`src/rtl/eeg_sample_loader.sv`:
```
// ADC-to-memory window loader: accepts 16-bit ADC samples through a small FIFO and
// writes them zero-extended to consecutive int-res memory addresses, pulsing done per window.
`timescale 1ns/1ps
module eeg_sample_loader #(
  parameter int BASE_ADDR   = 0,
  parameter int NUM_SAMPLES = 3840,
  parameter int ADDR_W      = 16,
  parameter int DATA_W      = 30,
  parameter int FIFO_DEPTH  = 2
) (
  input  logic              clk,
  input  logic              rst_n,
  input  logic              start,
  input  logic              abort,
  input  logic              adc_valid,
  input  logic [15:0]       adc_data,
  output logic              adc_ready,
  output logic              mem_req,
  output logic [ADDR_W-1:0] mem_addr,
  output logic [DATA_W-1:0] mem_wdata,
  input  logic              mem_gnt,
  output logic              busy,
  output logic              done,
  output logic [11:0]       sample_cnt
);

  localparam int                PTR_W   = (FIFO_DEPTH > 1) ? $clog2(FIFO_DEPTH) : 1;
  localparam logic [11:0]       NUM_C   = 12'(NUM_SAMPLES);
  localparam logic [11:0]       LAST_C  = 12'(NUM_SAMPLES - 1);
  localparam logic [PTR_W:0]    DEPTH_C = (PTR_W+1)'(FIFO_DEPTH);
  localparam logic [ADDR_W-1:0] BASE_C  = ADDR_W'(BASE_ADDR);

  typedef enum logic [1:0] {S_IDLE, S_LOAD, S_DRAIN, S_DONE} state_t;

  state_t           state_q, state_d;
  logic [15:0]      fifo_q [FIFO_DEPTH];
  logic [PTR_W-1:0] rd_ptr_q, rd_ptr_d;
  logic [PTR_W-1:0] wr_ptr_q, wr_ptr_d;
  logic [PTR_W:0]   count_q, count_d;
  logic [11:0]      acc_cnt_q, acc_cnt_d;
  logic [11:0]      smp_cnt_q, smp_cnt_d;
  logic             req_q, req_d;
  logic             push, pop, fifo_full;

  // The write counter must never run past the window, so the address cannot wrap.
  function automatic logic [11:0] sat_inc(input logic [11:0] v);
    return (v >= NUM_C) ? NUM_C : v + 12'd1;
  endfunction

  assign fifo_full  = (count_q == DEPTH_C);
  assign adc_ready  = (state_q == S_LOAD) && !fifo_full && (acc_cnt_q < NUM_C);
  assign push       = adc_valid && adc_ready;
  assign pop        = req_q && mem_gnt;

  assign mem_req    = req_q;
  assign mem_addr   = req_q ? (BASE_C + ADDR_W'(smp_cnt_q)) : '0;
  assign mem_wdata  = req_q ? {{(DATA_W-16){1'b0}}, fifo_q[rd_ptr_q]} : '0;
  assign busy       = (state_q == S_LOAD) || (state_q == S_DRAIN);
  assign done       = (state_q == S_DONE);
  assign sample_cnt = smp_cnt_q;

  always_comb begin
    state_d   = state_q;
    rd_ptr_d  = rd_ptr_q;
    wr_ptr_d  = wr_ptr_q;
    count_d   = count_q;
    acc_cnt_d = acc_cnt_q;
    smp_cnt_d = smp_cnt_q;

    if (push) begin
      wr_ptr_d  = wr_ptr_q + 1'b1;
      acc_cnt_d = sat_inc(acc_cnt_q);
    end
    if (pop) begin
      rd_ptr_d  = rd_ptr_q + 1'b1;
      smp_cnt_d = sat_inc(smp_cnt_q);
    end
    case ({push, pop})
      2'b10:   count_d = count_q + 1'b1;
      2'b01:   count_d = count_q - 1'b1;
      default: count_d = count_q;
    endcase

    case (state_q)
      S_IDLE: begin
        if (start && !abort) begin
          state_d   = S_LOAD;
          acc_cnt_d = '0;
          smp_cnt_d = '0;
        end
      end
      S_LOAD: begin
        if (abort)                   state_d = S_IDLE;
        else if (acc_cnt_d == NUM_C) state_d = S_DRAIN;
      end
      S_DRAIN: begin
        if (abort)                             state_d = S_IDLE;
        else if (pop && (smp_cnt_q == LAST_C)) state_d = S_DONE;
      end
      default: state_d = S_IDLE;
    endcase

    // Abort discards whatever is still buffered; a grant in the same cycle still counts.
    if (abort) begin
      rd_ptr_d = '0;
      wr_ptr_d = '0;
      count_d  = '0;
    end

    req_d = (count_d != '0) && ((state_d == S_LOAD) || (state_d == S_DRAIN));
  end

  always_ff @(posedge clk or negedge rst_n) begin
    if (!rst_n) begin
      state_q   <= S_IDLE;
      rd_ptr_q  <= '0;
      wr_ptr_q  <= '0;
      count_q   <= '0;
      acc_cnt_q <= '0;
      smp_cnt_q <= '0;
      req_q     <= 1'b0;
      for (int i = 0; i < FIFO_DEPTH; i++) fifo_q[i] <= '0;
    end else begin
      state_q   <= state_d;
      rd_ptr_q  <= rd_ptr_d;
      wr_ptr_q  <= wr_ptr_d;
      count_q   <= count_d;
      acc_cnt_q <= acc_cnt_d;
      smp_cnt_q <= smp_cnt_d;
      req_q     <= req_d;
      if (push) fifo_q[wr_ptr_q] <= adc_data;
    end
  end

endmodule
```
`config.mk`:
```
export PLATFORM = sky130hd
export DESIGN_NAME = eeg_sample_loader
export DESIGN_NICKNAME = d
export VERILOG_FILES = /design/src/rtl/eeg_sample_loader.sv
export SDC_FILE = /design/constraint.sdc
export NUM_CORES = 1
export LEC_CHECK = 0
export CAP_MARGIN = 20
export CORE_ASPECT_RATIO = 1.25
export CORE_MARGIN = 1.5
export CORE_UTILIZATION = 45
export CTS_CLUSTER_SIZE = 20
export DETAILED_ROUTE_END_ITERATION = 16
export PLACE_DENSITY_LB_ADDON = 0.05
export SYNTH_ARGS = -nofsm -noshare
export SYNTH_HDL_FRONTEND = slang
export SYNTH_SLANG_ARGS = --single-unit
export TNS_END_PERCENT = 20
```
`constraint.sdc`:
```
create_clock -name clk -period 2.35 [get_ports clk]
set_input_delay 0.5875 -clock clk [delete_from_list [all_inputs] [get_ports clk]]
set_output_delay 0.5875 -clock clk [all_outputs]
set_load 0.02 [all_outputs]
```
; ---- Yosys cells after proc, flatten, opt, wreduce, memory -nomap -nowiden
; Index checks and enable logic that the tools add are counted.
[totals]
ff_bits = 63
out_inout_bits = 62
word_cells = 77
inputBits = 22
[classes]
magnitude_cmp = 6
n_eq_ne = 10
bitwise_logic = 2
reduce_logical = 16
add_sub_neg = 6
muxes = 28
[ops]
columns = operator, count
row1 = $mux W12, 9
row2 = $mux W16, 5
row3 = $bwmux W32, 1
row4 = $add A12 B1 Y12 const B, 2
row5 = $eq A12 B12 Y1 const B, 2
row6 = $ge A12 B12 Y1 const B, 2
row7 = $demux W16 S1, 1
row8 = $lt A12 B12 Y1 const B, 1
row9 = $mux W2, 6
row10 = $eq A2 B2 Y1 const B, 5
row11 = $logic_and A1 B1 Y1, 8
row12 = $eq A2 B1 Y1 const B, 3
row13 = $pmux W2 S3, 1
row14 = $reduce_bool A2 Y1, 3
row15 = $ge A2 B2 Y1 const B, 2
row16 = $mux W1, 4
row17 = $not A1 Y2, 2
row18 = $pmux W2 S2, 1
row19 = $add A1 B1 Y1 const B, 2
row20 = $add A2 B1 Y2 const B, 1
row21 = $logic_not A1 Y1, 2
row22 = $logic_not A2 Y1, 1
row23 = $logic_or A1 B1 Y1, 2
row24 = $lt A2 B1 Y1 const B, 1
row25 = $sub A2 B1 Y2 const B, 1

; ---- Longest topological paths before layout
[depth]
depth_word = 13
mapped_depth = 12
depth_no_buf = 12

; ---- Worst setup path before layout
; OpenSTA, ideal clock, no wires.
[synth_path]
path_type = reg2reg
startpoint = register state_q[1]
endpoint = register req_q (netlist: mem_req)
path_slack_ns = -0.036
path_buffers = 0
arrival_time_ns = 2.299
stages_incl_launch_ff = 13
period_less_slack_ns = 2.386
setup_ns = 0.087
required_time_ns = 2.263
path_cell_list = dfrtp_1 -> inv_1 -> ha_1 -> nand2_1 -> nor3_4 -> inv_4 -> ha_1 -> nand3b_1 -> a21oi_1 -> nor4_1 -> and2_1 -> nand4_1 -> o211ai_1
[synth_between]
elab_chain_len = 12
word_cells_on_any_way = 23
cone_classes = eq/ne (7) / mux (9) / reduce/logical (7)
[synth_lines]
columns = element, line
row1 = from (decl), 35  ; state_t state_q, state_d;
row2 = from (signal assigned), 124  ; state_q <= state_d;
row3 = $eq A2 B1 Y1, "51, 84"
row4 = $logic_and A1 B1 Y1 (2 in series), 51  ; assign adc_ready = (state_q == S_LOAD) && !fifo_full && (acc_cnt_q < NUM_C);
row5 = $logic_and A1 B1 Y1, 52  ; assign push = adc_valid && adc_ready;
row6 = $mux W12, 70  ; if (push) begin
row7 = $eq A12 B12 Y1, 94  ; else if (acc_cnt_d == NUM_C) state_d = S_DRAIN;
row8 = $mux W2, 94
row9 = $mux W2, 93  ; if (abort) state_d = S_IDLE;
row10 = $pmux W2 S3, 84  ; case (state_q)
row11 = $eq A2 B1 Y1 or $eq A2 B2 Y1 (tied branches), 110  ; req_d = (count_d != '0) && ((state_d == S_LOAD) || (state_d == S_DRAIN));
row12 = $logic_or A1 B1 Y1, 110
row13 = $logic_and A1 B1 Y1 (*), 110
row14 = named net req_d, 42  ; logic req_q, req_d;
row15 = to (signal assigned), 130  ; req_q <= req_d;
row16 = to (decl), 42
; The timed path passes the listed nets; every way through them passes the cells marked *.
; A chain may end at the register's enable or synchronous reset.

; ---- Final worst setup path
[layout_path]
startpoint = register req_q (netlist: mem_req)
endpoint = output mem_addr[11]
[layout_between]
elab_chain_len = 1
[layout_lines]
columns = element, line
row1 = $mux W12, 56  ; assign mem_addr = req_q ? (BASE_C + ADDR_W'(smp_cnt_q)) : '0;
row2 = to (decl), 19  ; output logic [ADDR_W-1:0] mem_addr,
; Every way passes these cells.

==> impl.org <==
** Outcome
- Outcome :: finished, final reports clean

** Synth
- Fraction of post-synthesis cell area in the top cell type by area :: 44.2%
- For this run, asynchronously set or reset flops after synthesis account for 100%.
- Most frequently used cell type in the post-synthesis netlist :: sky130_fd_sc_hd__dfrtp_1
- Number of flops mapped to enable cells by yosys :: 0
- Unique cell type count in the Yosys netlist :: 47
- Post-synthesis average cell area :: 10.4 µm²
- Leading cell types by total area after synthesis :: sky130_fd_sc_hd__dfrtp_1 44%, sky130_fd_sc_hd__mux2_2 10%, sky130_fd_sc_hd__mux2i_1 5.3%
- For this run, the number of Yosys warnings is 0.
- Most frequent cells after synthesis :: 63 x sky130_fd_sc_hd__dfrtp_1, 33 x sky130_fd_sc_hd__nor2_1, 32 x sky130_fd_sc_hd__mux2_2
- Cell taking the most area after synthesis :: sky130_fd_sc_hd__dfrtp_1
- The mapped netlist covers 3560 µm².
- The synthesized design contains 63 register bits.
- In the synthesized netlist the dominant register cell turns out to be sky130_fd_sc_hd__dfrtp_1.
- Cells after Synth :: 343
- After synthesis, flip-flops and latches occupy 44.2% of the total area.

** Layout
- Of the cells placed in the final design, the portion with a size suffix greater than 1 is 21.5%.
- The count of cells in the finished layout, fillers not included, comes to 532.
- Total inserted antenna cells :: 0
- The area growth from synthesis to layout is 32.0%.
- Counting the fill cells in the layout gives 712.
- In the final design database the tool counted 461 nets.

** Timing
- Min Hold Slack :: 0.242 ns
- Hold Vio Cnt, Final :: 0
- Final setup violation count :: 0
- Setup slack closes at 0.0930 ns.
- Timing would allow up to 443 MHz.
- Between clock sinks in the finished design, the worst skew comes to 0.00738 ns.
- Final Slew Violations :: 0
- The worst path uses 96.0% of the clock period.
- Setup TNS Final :: 0 ns
- The smallest clock period supported by the final layout is computed as 2.26 ns.

** Power and ir drop
- Net switching fraction of the power :: 34.1%
- Max rail drop VDD :: 0.000457 V
- The internal portion of the total power is 2.86 mW.
- Leakage :: 2.10 nW
- Fraction of power consumed by the clock network :: 20.8%
- Register share of total power :: 38.3%
- Total power density per cell area :: 923 nW/µm²
- Switching component of the power :: 1.48 mW
- Combinational logic burns 40.9% of the power.

** Placed design
- Once placement completed, the tool counted placed cells totaling 513.
- Routability-driven placement finished with a final weighted congestion of 0.809.
- OpenSTA, run right after detailed placement, puts the worst setup slack at -0.278 ns.
- Input and output buffers added on the ports amount to 65.
- HPWL after detailed placement :: 5110 µm

** GRT
- The first global-routing pass estimated 11800 µm of wire.
- Across every metal layer, demand over resource in global routing totals 18.3%.
- The via count of the first global-routing pass came to 2571.
- Number of antenna violations at the first check in global routing :: 0
- Maximum number of pins on one net before global-route repair :: 64
- Total grt overflow :: 0

** Die
- Standard-cell rows :: 36
- Overall die height :: 103 µm
- The floorplan step set the die width to 82.6 µm.
- The floorplan step defined a die boundary enclosing 8470 µm².
- Placeable Area :: 7750 µm²
- Pin placement for this block handled 84 I/O pins.
- The initial utilization of the core area, before any placement, comes to 46.0%.

** Drt
- The pre-antenna-repair detailed-routing pass consisted of 4 iterations.
- Residual DRC count :: 0
- For this block, the routed nets add up to 7410 µm of wire.
- Once detail routing completed, the nets flagged for antenna violations numbered 0.
- After detailed routing, the average wire length per cell comes to 13.9 µm.
- Total via count after detailed routing :: 2742
- In the routed layout, each cell is associated on average with a via count of 5.15.
- DR iter-0 viols :: 72

** Clock tree
- The longest clock path from root to sink contains 2 buffers.
- Source-to-sink clock delay at the later pin of the worst-skew pair :: 0.34 ns
- Root buffer cell :: sky130_fd_sc_hd__clkbuf_8
- Clock-pin slew was measured on the worst setup and hold paths at 0.07 ns.
- Buffers inserted to repair hold after CTS numbered 0.
- Num CTS Buffers :: 9
- Number of clock sinks :: 63
- The H-tree was split into 3 levels.
- TritonCTS built the clock tree.

** Critical path
- Worst-path fanout max :: 29
- Capturing point of the worst reg2reg path :: mem_req
- The cell family contributing the most delay on the critical path is buffers and inverters.
- Ordered cell list for the critical path :: buf_12 > and2_1 > clkdlybuf4s50_1
- The largest single stage delay on the critical path is 0.60 ns.
- Logic depth of the worst register-to-register path :: 12
- Buffers & Inverters on Critical Path :: 2
- STA classifies the critical path endpoint as an output pin.
- CP max stage cell :: sky130_fd_sc_hd__clkdlybuf4s50_1
- Data arrival, critical path :: 1.67 ns
- At the worst endpoint, the required time is 1.76 ns.
- The critical path is of the flip-flop to output pin type.
- STA classifies the critical path startpoint as a flip-flop.
- The startpoint identified for the worst register-to-register timing path is state_q[1].
- The worst register-to-register path has a setup slack of 0.16 ns.

** Job
- Across the run, the number of max-cap violations was 0.

** Worst hold path
- Worst min path class :: primary input to asynchronous set/reset pin
[per-stage QoR]
| stage | util [%] | cell area (µm²) | total power [mW] |
|---|---|---|---|
| after floorplan | - | 3650 | 2.84 |
| after global placement | 57.5 | 4460 | 3.41 |
| after detailed placement | 57.5 | 4460 | 3.45 |
| after CTS | 59.8 | 4630 | 4.32 |
| after global routing | 60.7 | 4710 | 4.65 |
| final | 60.7 | 4710 | 4.34 |
[repair_timing]
| action | in CTS | in global routing |
|---|---|---|
| pin swaps | 0 | 6 |
| hold endpoints to repair | 0 | 0 |
| gates resized for setup | 20 | 14 |
| buffers inserted | 0 | 3 |
| setup endpoints to repair | 18 | 5 |
[flip-flops by register name (all words and copies together), names as in the netlist]
signal,cells
fifo_q,32
acc_cnt_q,12
sample_cnt,12
count_q,2
state_q,2
mem_req,1
rd_ptr_q,1
wr_ptr_q,1
[power groups by stage]
stage | clock [mW] | sequential, mW | combinational (mW)
2_1_floorplan | 0 | 1.65 | 1.19
3_3_place_gp | 0 | 1.66 | 1.75
3_5_place_dp | 0 | 1.67 | 1.78
4_1_cts | 0.933 | 1.66 | 1.73
5_1_grt | 0.982 | 1.72 | 1.95
6_report | 0.904 | 1.67 | 1.78
[worst max path at each step]
stage / start / to / slack [ns] / depth (start not counted)
5_1_grt: state_q[1] / mem_req / -0.01 / 12
6_report: mem_req / mem_addr[11] / 0.09 / 3
2_1_floorplan: state_q[1] / mem_req / 0.01 / 12
4_1_cts: state_q[1] / done / 0.03 / 3
3_3_place_gp: adc_valid / state_q[0] / -0.23 / 8
3_5_place_dp: adc_valid / mem_req / -0.28 / 11
[layout make-up]
cell class | count | area, µm² | share of cell area, %
clock inverter | 6 | 61.3 | 1.30
multi-input combinational | 259 | 1900 | 40.4
inverter | 7 | 28.8 | 0.612
tap | 95 | 119 | 2.53
timing repair buffer | 92 | 891 | 18.9
sequential | 63 | 1580 | 33.5
clock buffer | 10 | 128 | 2.71
[layout by cell type, fill, tap and decap left out, types with 5 or more instances in the layout]
master and count:
sky130_fd_sc_hd__clkdlybuf4s50_1 43, sky130_fd_sc_hd__nor3_1 5, sky130_fd_sc_hd__conb_1 18, sky130_fd_sc_hd__nand4_1 8, sky130_fd_sc_hd__o21ai_0 5, sky130_fd_sc_hd__dfrtp_1 62
sky130_fd_sc_hd__dlygate4sd2_1 18, sky130_fd_sc_hd__nand3_1 7, sky130_fd_sc_hd__nor2_1 33, sky130_fd_sc_hd__nand2_1 13, sky130_fd_sc_hd__mux2i_1 19, sky130_fd_sc_hd__clkbuf_8 9
sky130_fd_sc_hd__mux2_2 32, sky130_fd_sc_hd__xnor2_1 13, sky130_fd_sc_hd__nor2b_1 19, sky130_fd_sc_hd__buf_4 22, sky130_fd_sc_hd__a21oi_1 8, sky130_fd_sc_hd__and2_1 17
sky130_fd_sc_hd__xor2_1 12
[logic make-up after synthesis]
| kind of cell | count (synthesis) | synth area share [%] |
|---|---|---|
| muxes | 51 | 15.4 |
| and+or+nand+nor | 131 | 20.3 |
| buffers and inverters | 38 | 6.21 |
| DFF | 63 | 44.2 |
| xor gates and xnor gates | 25 | 6.14 |
| AOI/OAI and AO/OA | 27 | 5.12 |
| adders and majority gates | 7 | 2.46 |
| other | 1 | 0.105 |
[metal layers]
| layer | routed length (µm) | global-route usage (%) | share of wire [%] |
|---|---|---|---|
| met4 | 78 | 7.44 | 1.1 |
| met2 | 3630 | 30.0 | 49 |
| met3 | 325 | 3.72 | 4.4 |
| met5 | 0 | 0 | 0 |
| met1 | 3380 | 23.7 | 46 |
(Power assumes the default switching activity.)
